`src/rtl/div_unit.sv`:
```
// rtl/div_unit.sv - iterative restoring RV32M/RV64M divider (DIV/DIVU/REM/REMU)
module div_unit #(
    parameter int XLEN           = 32,
    parameter int BITS_PER_CYCLE = 1
) (
    input  logic            clk,
    input  logic            reset_n,
    input  logic [XLEN-1:0] OP1_SE,
    input  logic [XLEN-1:0] OP2_SE,
    input  logic [1:0]      DIV_CMD_RD,
    input  logic [5:0]      DEST_RD,
    input  logic            DEC2DIV_EMPTY_SD,
    output logic            DEC2DIV_POP_SDV,
    input  logic            EXCEPTION_SM,
    output logic [XLEN-1:0] RES_RDV,
    output logic [5:0]      DEST_RDV,
    output logic            DIV2WBK_EMPTY_SDV,
    input  logic            DIV2WBK_POP_SW,
    output logic            DIV_BUSY_SDV
);

    localparam int N  = XLEN / BITS_PER_CYCLE;
    localparam int CW = (N > 1) ? $clog2(N) : 1;

    typedef enum logic [1:0] {
        S_IDLE,
        S_CALC,
        S_DONE
    } state_t;

    state_t state, state_nxt;

    logic [1:0]      cmd_r;
    logic [5:0]      tag_r;
    logic [XLEN-1:0] dvd_r;
    logic [XLEN-1:0] dvs_r;
    logic [XLEN-1:0] quo_r;
    logic [XLEN:0]   rem_r;
    logic [CW-1:0]   cnt_r;
    logic            q_neg_r;
    logic            r_neg_r;
    logic [XLEN-1:0] res_r;
    logic [5:0]      dest_r;

    logic            pop;
    logic            signed_op;
    logic            sign1;
    logic            sign2;
    logic [XLEN-1:0] abs1;
    logic [XLEN-1:0] abs2;
    logic            div_zero;
    logic            ovf;
    logic            special;
    logic [XLEN-1:0] spec_res;

    logic [XLEN:0]   rem_v;
    logic [XLEN-1:0] dvd_v;
    logic [XLEN-1:0] quo_v;
    logic [XLEN-1:0] quo_fix;
    logic [XLEN-1:0] rem_fix;
    logic [XLEN-1:0] res_calc;
    logic            last_calc;

    assign pop       = (state == S_IDLE) & ~DEC2DIV_EMPTY_SD & ~EXCEPTION_SM;
    assign signed_op = ~DIV_CMD_RD[0];
    assign sign1     = signed_op & OP1_SE[XLEN-1];
    assign sign2     = signed_op & OP2_SE[XLEN-1];
    assign abs1      = sign1 ? (~OP1_SE + 1'b1) : OP1_SE;
    assign abs2      = sign2 ? (~OP2_SE + 1'b1) : OP2_SE;
    assign div_zero  = (OP2_SE == '0);
    assign ovf       = signed_op & (OP1_SE == {1'b1, {(XLEN-1){1'b0}}}) & (OP2_SE == '1);
    assign special   = div_zero | ovf;

    // Divide-by-zero takes precedence: -2^(XLEN-1)/0 is a zero-divisor case, not overflow.
    always_comb begin
        spec_res = '0;
        if (div_zero) begin
            spec_res = DIV_CMD_RD[1] ? OP1_SE : '1;
        end else begin
            spec_res = DIV_CMD_RD[1] ? '0 : OP1_SE;
        end
    end

    // BITS_PER_CYCLE chained restoring steps; remainder stays XLEN+1 bits wide.
    always_comb begin
        rem_v = rem_r;
        dvd_v = dvd_r;
        quo_v = quo_r;
        for (int i = 0; i < BITS_PER_CYCLE; i++) begin
            rem_v = {rem_v[XLEN-1:0], dvd_v[XLEN-1]};
            dvd_v = {dvd_v[XLEN-2:0], 1'b0};
            if (rem_v >= {1'b0, dvs_r}) begin
                rem_v = rem_v - {1'b0, dvs_r};
                quo_v = {quo_v[XLEN-2:0], 1'b1};
            end else begin
                quo_v = {quo_v[XLEN-2:0], 1'b0};
            end
        end
    end

    always_comb begin
        quo_fix  = q_neg_r ? (~quo_v + 1'b1) : quo_v;
        rem_fix  = r_neg_r ? (~rem_v[XLEN-1:0] + 1'b1) : rem_v[XLEN-1:0];
        res_calc = cmd_r[1] ? rem_fix : quo_fix;
    end

    assign last_calc = (state == S_CALC) && (cnt_r == '0);

    always_comb begin
        state_nxt = state;
        case (state)
            S_IDLE: begin
                if (pop) begin
                    state_nxt = special ? S_DONE : S_CALC;
                end
            end
            S_CALC: begin
                if (cnt_r == '0) begin
                    state_nxt = S_DONE;
                end
            end
            S_DONE: begin
                if (DIV2WBK_POP_SW) begin
                    state_nxt = S_IDLE;
                end
            end
            default: state_nxt = S_IDLE;
        endcase
        if (EXCEPTION_SM) begin
            state_nxt = S_IDLE;
        end
    end

    always_ff @(posedge clk or negedge reset_n) begin
        if (!reset_n) begin
            state <= S_IDLE;
        end else begin
            state <= state_nxt;
        end
    end

    always_ff @(posedge clk or negedge reset_n) begin
        if (!reset_n) begin
            cmd_r   <= '0;
            tag_r   <= '0;
            dvd_r   <= '0;
            dvs_r   <= '0;
            quo_r   <= '0;
            rem_r   <= '0;
            cnt_r   <= '0;
            q_neg_r <= 1'b0;
            r_neg_r <= 1'b0;
            res_r   <= '0;
            dest_r  <= '0;
        end else begin
            if (pop) begin
                cmd_r   <= DIV_CMD_RD;
                tag_r   <= DEST_RD;
                dvd_r   <= abs1;
                dvs_r   <= abs2;
                quo_r   <= '0;
                rem_r   <= '0;
                cnt_r   <= CW'(N - 1);
                q_neg_r <= sign1 ^ sign2;
                r_neg_r <= sign1;
                if (special) begin
                    res_r  <= spec_res;
                    dest_r <= DEST_RD;
                end
            end
            // A flush freezes the datapath so RES_RDV keeps the last delivered value.
            if ((state == S_CALC) && !EXCEPTION_SM) begin
                rem_r <= rem_v;
                dvd_r <= dvd_v;
                quo_r <= quo_v;
                cnt_r <= cnt_r - 1'b1;
                if (last_calc) begin
                    res_r  <= res_calc;
                    dest_r <= tag_r;
                end
            end
        end
    end

    assign DEC2DIV_POP_SDV   = pop;
    assign RES_RDV           = res_r;
    assign DEST_RDV          = dest_r;
    assign DIV2WBK_EMPTY_SDV = (state != S_DONE);
    assign DIV_BUSY_SDV      = (state != S_IDLE);

endmodule
```
`config.mk`:
```
export PLATFORM = sky130hd
export DESIGN_NAME = div_unit
export DESIGN_NICKNAME = d
export VERILOG_FILES = /design/src/rtl/div_unit.sv
export SDC_FILE = /design/constraint.sdc
export NUM_CORES = 1
export LEC_CHECK = 0
export BUFFER_PORTS_ARGS = -buffer_cell sky130_fd_sc_hd__clkbuf_2
export CORE_MARGIN = 8
export CORE_UTILIZATION = 48
export DETAILED_ROUTE_END_ITERATION = 7
export PLACE_DENSITY = 0.66
export SYNTH_ARGS = -nofsm -noshare
export SYNTH_HDL_FRONTEND = slang
export SYNTH_SLANG_ARGS = --single-unit
export TNS_END_PERCENT = 5
```
`constraint.sdc`:
```
create_clock -name clk -period 12.92 [get_ports clk]
set_input_delay 3.23 -clock clk [delete_from_list [all_inputs] [get_ports clk]]
set_output_delay 3.23 -clock clk [all_outputs]
set_load 0.05 [all_outputs]
```
# Yosys cells after proc, flatten, opt, wreduce, memory -nomap -nowiden
# Index checks and enable logic that the tools add are counted.
# op_classes
n_addsub	6
order_cmp	1
eq_ne	8
n_mux	32
n_bitwise	15
reduce_logical	9
# ops
operator	n
two-way mux 32 bit	17
adder 32 x 1 -> 32 bit, second input constant	4
NOT 32 bit	4
== test 32 bit, second input constant	2
two-way mux 31 bit	2
greater-or-equal comparator 33 x 32 -> 1 bit	1
logical NOT 32 bit	1
subtractor 32 bit	1
two-way mux 6 bit	4
two-way mux 2 bit	5
two-way mux 5 bit	2
bitwise AND 1 bit	6
inequality test 3 bit, second input constant	2
one-hot mux 2 bit (3 select lines)	1
logical NOT 5 bit	1
subtractor 5 x 1 -> 5 bit, second input constant	1
nonzero test 2 bit	2
inequality test 3 x 2 -> 1 bit, second input constant	1
NOT 1 bit	3
AND reduction 3 bit	1
== test 2 x 1 -> 1 bit, second input constant	1
== test 2 bit, second input constant	1
logical AND 1 bit	2
logical NOT 2 bit	1
5 further kinds	5
# totals
register_bits	182
input_bits	77
word_cells	83

# Longest topological paths before layout
# depth
word_depth	8
depth_mapped	25

# Least setup slack after synthesis
# Ideal clock, no wire load.
# synth_path
path_type	input-to-output
from	input EXCEPTION_SM
to	output DEC2DIV_POP_SDV
arrival_ps	4157
required_ps	9690
slack_ps	5533
stages	4
path_buffers	1
path_cell_list	nor2_1 nand2_1 inv_1 clkbuf_1
# synth_via
elab_chain_cells	2
# synth_rtl
item	line_no	rtl
from (decl)	14	input logic EXCEPTION_SM,
NOT 1 bit	64	assign pop = (state == S_IDLE) & ~DEC2DIV_EMPTY_SD & ~EXCEPTION_SM;
bitwise AND 1 bit	64	
to (decl)	13	output logic DEC2DIV_POP_SDV,
# No other way between the ends.

# Worst setup path after layout
# Ends and elaborated chain as after synthesis.

==> metrics.txt <==
# TYPE chip_impl_metric gauge
chip_impl_metric{name="ys_async_rst_share",unit=""} 1.00
chip_impl_metric{name="post-route-drc-count",unit=""} 0
chip_impl_metric{name="syn-mean-instance-area",unit="sq um"} 8.24
chip_impl_metric{name="max_freq",unit="GHz"} 0.128
chip_impl_metric{name="ant_nets",unit=""} 0
chip_impl_metric{name="num_vias",unit=""} 12804
chip_impl_metric{name="period_needed",unit="ps"} 7820
chip_impl_metric{name="crit_required",unit="ps"} 9690
chip_impl_metric{name="worstPathArrival",unit="ps"} 4590
chip_impl_metric{name="final_nets",unit=""} 1812
chip_impl_metric{name="synth_xor_xnor_area_share",unit=""} 0.0894
chip_impl_metric{name="fp.dieArea",unit="sq mm"} 0.0340
chip_impl_metric{name="max-vdd-ir-drop",unit="mV"} 0.121
chip_impl_metric{name="fin_tns_setup",unit="ps"} 0
chip_impl_metric{name="gpl.final_weighted_congestion",unit=""} 0.926
chip_impl_info{name="largest_family_of_logic_cells_by_synthesized_area",value="compound AO/OA/AOI/OAI gates"} 1
chip_impl_info{name="worst_r2r_startpoint",value="rem_r[9]$_DFFE_PN0P_"} 1
chip_impl_metric{name="synth_enable_flop_cells",unit=""} 0
chip_impl_info{name="critical_path_class",value="primary input to primary output"} 1
chip_impl_metric{name="via_count_of_the_first_global_routing_pass",unit=""} 12101
chip_impl_info{name="worstSetupStartpointType",value="primary input"} 1
chip_impl_metric{name="detailed_router_s_first_iteration_violation_count",unit=""} 1099
chip_impl_metric{name="wire_length_of_the_first_global_routing_pass",unit="microns"} 68100
chip_impl_metric{name="clkLatencyLatePin",unit="ps"} 440
chip_impl_metric{name="crit_path_max_fanout",unit=""} 101
chip_impl_metric{name="mappedNetlistArea",unit="sq mm"} 0.0136
chip_impl_metric{name="n_antenna_cell",unit=""} 0
chip_impl_metric{name="grt_max_degree",unit=""} 107
chip_impl_metric{name="detail_route.wl_per_cell",unit="microns"} 20.7
chip_impl_metric{name="post_synth_and_or_nand_nor_area_fraction",unit=""} 0.185
chip_impl_metric{name="yosysSeqAreaShare",unit=""} 0.333
chip_impl_metric{name="cts_buffer_depth",unit=""} 2
chip_impl_metric{name="ios",unit=""} 118
chip_impl_metric{name="total_power",unit="uW"} 2940
chip_impl_metric{name="setup.reg_to_reg.worst_slack",unit="ps"} 6920
chip_impl_info{name="clockRootBuffer",value="clkbuf_16"} 1
chip_impl_metric{name="cts_hold_repair.buffers",unit=""} 0
chip_impl_info{name="run_status",value="finished clean"} 1
chip_impl_info{name="hp-start",value="tag_r[5]$_DFFE_PN0P_"} 1
chip_impl_info{name="ys_dominant_reg_cell",value="dfrtp_1"} 1
chip_impl_metric{name="slew-limit-headroom",unit=""} 0.283
chip_impl_metric{name="final_min_period_over_clock_period",unit=""} 0.605
chip_impl_metric{name="synth_fa_ha_area_frac",unit=""} 0.0373
chip_impl_metric{name="ctsHtreeMaxLevel",unit=""} 4
chip_impl_metric{name="clk_transition_reported_paths",unit="ps"} 70
chip_impl_metric{name="vias_per_cell",unit=""} 6.14
chip_impl_metric{name="worst_slew_pin_slew",unit="ps"} 1070
chip_impl_metric{name="cellPowerDensity",unit="mW/mm^2"} 198
chip_impl_metric{name="synth_cells",unit=""} 1651
chip_impl_metric{name="rr_worst_depth",unit=""} 19
chip_impl_metric{name="fin_area",unit="sq mm"} 0.0149
chip_impl_info{name="most-common-layout-cells",value="nand2_1 (206), o21ai_0 (195), dfrtp_1 (181)"} 1
chip_impl_metric{name="report.final.hold_viol_count",unit=""} 0
chip_impl_info{name="worst_r2r_dst",value="RES_RDV[26]$_DFF_PN0_"} 1
chip_impl_info{name="worst_setup_path_end_kind",value="primary output"} 1
chip_impl_metric{name="syn_to_final_growth",unit="%"} 9.49
chip_impl_metric{name="postSynthRegisterBits",unit=""} 181
chip_impl_metric{name="place.port_buffers",unit=""} 117
chip_impl_metric{name="synth-compound-area-share",unit=""} 0.279
chip_impl_metric{name="core.rowCount",unit=""} 61
chip_impl_metric{name="grtUsageMet3",unit=""} 0.0437
chip_impl_metric{name="firstDrtPassIters",unit=""} 5
chip_impl_metric{name="grt.total_usage",unit=""} 0.252
chip_impl_metric{name="antenna_found_initial",unit=""} 0
chip_impl_metric{name="drive_gt1_frac",unit=""} 0.121
chip_impl_metric{name="p_leak",unit="uW"} 0.00648
chip_impl_metric{name="synth_mux_area_frac",unit=""} 0.0251
chip_impl_metric{name="finalWirelength",unit="microns"} 43100
chip_impl_info{name="hold_class",value="flip-flop to flip-flop"} 1
chip_impl_metric{name="postCtsSetupRepairBufs",unit=""} 0
chip_impl_info{name="top_usage_layer",value="met2"} 1
chip_impl_metric{name="placeableCoreArea",unit="sq mm"} 0.0279
chip_impl_metric{name="gr-usage-met1",unit=""} 0.359
chip_impl_info{name="tritoncts",value="yes"} 1
chip_impl_metric{name="fin_worst_skew",unit="ps"} 12.9
chip_impl_metric{name="holdWs",unit="ps"} 479
chip_impl_metric{name="synth_fp_nets",unit=""} 1768
chip_impl_metric{name="timing.hold.worst_path_depth",unit=""} 2
chip_impl_metric{name="synth.distinct_cells",unit=""} 86
chip_impl_metric{name="post_cts_resize_count",unit=""} 0
chip_impl_metric{name="grt_util_met2",unit=""} 0.385
chip_impl_metric{name="floorplan.die.height",unit="microns"} 184
chip_impl_metric{name="grt_overflow",unit=""} 0
chip_impl_metric{name="initial_utilization",unit=""} 0.489
chip_impl_metric{name="fp.dieW",unit="microns"} 184
chip_impl_info{name="final_common_cell",value="nand2_1"} 1
chip_impl_metric{name="placement.cell_area",unit="sq mm"} 0.0143
chip_impl_metric{name="dp_hpwl",unit="microns"} 31600
chip_impl_metric{name="tritoncts.num_buffers",unit=""} 17
chip_impl_metric{name="clock_sinks",unit=""} 181
chip_impl_info{name="hold-path-endpoint",value="tag_r[5]$_DFFE_PN0P_"} 1
chip_impl_metric{name="setup_viol_count_final",unit=""} 0
chip_impl_metric{name="maxSlewViolCount",unit=""} 0
chip_impl_metric{name="synth-warning-count",unit=""} 0
chip_impl_metric{name="maxCapViolations",unit=""} 0
chip_impl_info{name="rsz_0062_raised_after_global_routing",value="false"} 1
## layout make-up
class | instances | area (sq um)
fillers | 2639 | 13000
inverters | 56 | 210
flip-flops and latches | 181 | 4530
multi-input cells | 1308 | 8410
clock buffers | 21 | 470
well taps | 378 | 473
repair buffers | 131 | 699
clock inverters | 11 | 113
## layer usage
metal  wire, microns  vias up
met1           20300     6188
met5               0        -
li1                -     6143
met3            2420       62
met2           19400      411
met4             953        0
## through the flow
| step | setup WS, ps | utilization | instances |
|---|---|---|---|
| 6_report | 5100 | 0.535 | 2086 |
| 5_1_grt | 4960 | 0.535 | 2086 |
| 4_1_cts | 5120 | 0.535 | 2086 |
| 3_5_place_dp | 5120 | 0.514 | 2054 |
| 3_3_place_gp | 5160 | 0.514 | 2054 |
| 2_1_floorplan | 5530 | - | 1651 |
## worst max-delay path, cell delays in order
cell	delay [ps]
clkbuf_2	90
nor2_1	60
nand2_2	60
buf_4	690
inv_1	140
clkbuf_2	280
## worst max-delay path by stage
stage               cells past startpoint  slack [ps]               to         start
finish                                  6        5100  DEC2DIV_POP_SDV  EXCEPTION_SM
global route                            6        4960  DEC2DIV_POP_SDV  EXCEPTION_SM
CTS                                     6        5120  DEC2DIV_POP_SDV  EXCEPTION_SM
detailed placement                      6        5120  DEC2DIV_POP_SDV  EXCEPTION_SM
global placement                        6        5160  DEC2DIV_POP_SDV  EXCEPTION_SM
floorplan                               4        5530  DEC2DIV_POP_SDV  EXCEPTION_SM
## cells in the mapped netlist, drive strengths merged (39+ instances only)
cell type | number | area share
nand2 | 207 | 0.057
o21ai | 204 | 0.075
dfrtp | 181 | 0.33
nor2 | 106 | 0.029
a21oi | 84 | 0.031
xor2 | 72 | 0.046
xnor2 | 67 | 0.043
clkbuf | 63 | 0.017
inv | 56 | 0.015
a211oi | 44 | 0.025
buf | 43 | 0.019
nor3 | 41 | 0.015
ha | 39 | 0.036
## power by group
group          internal [uW]  leakage, uW  switching (uW)  total (uW)
logic                    584      0.00382            1080        1660
registers                654      0.00238            96.6         751
clock network            285     0.000279             244         529
## state kept, by name, indices dropped and copies added (netlist names)
signal / count
RES_RDV: 32
dvd_r: 32
dvs_r: 32
rem_r: 32
quo_r: 31
DEST_RDV: 6
tag_r: 6
cnt_r: 5
state: 2
cmd_r: 1
q_neg_r: 1
r_neg_r: 1
## cell families (layout without fill, tap and decap cells)
kind of cell    Yosys count  in the layout
buf+inv                 162            219
flops                   181            181
fa+ha+maj                40             40
simple gates            525            525
compound gates          570            570
xor+xnor                139            139
mux                      34             34
(Power assumes the default switching activity.)
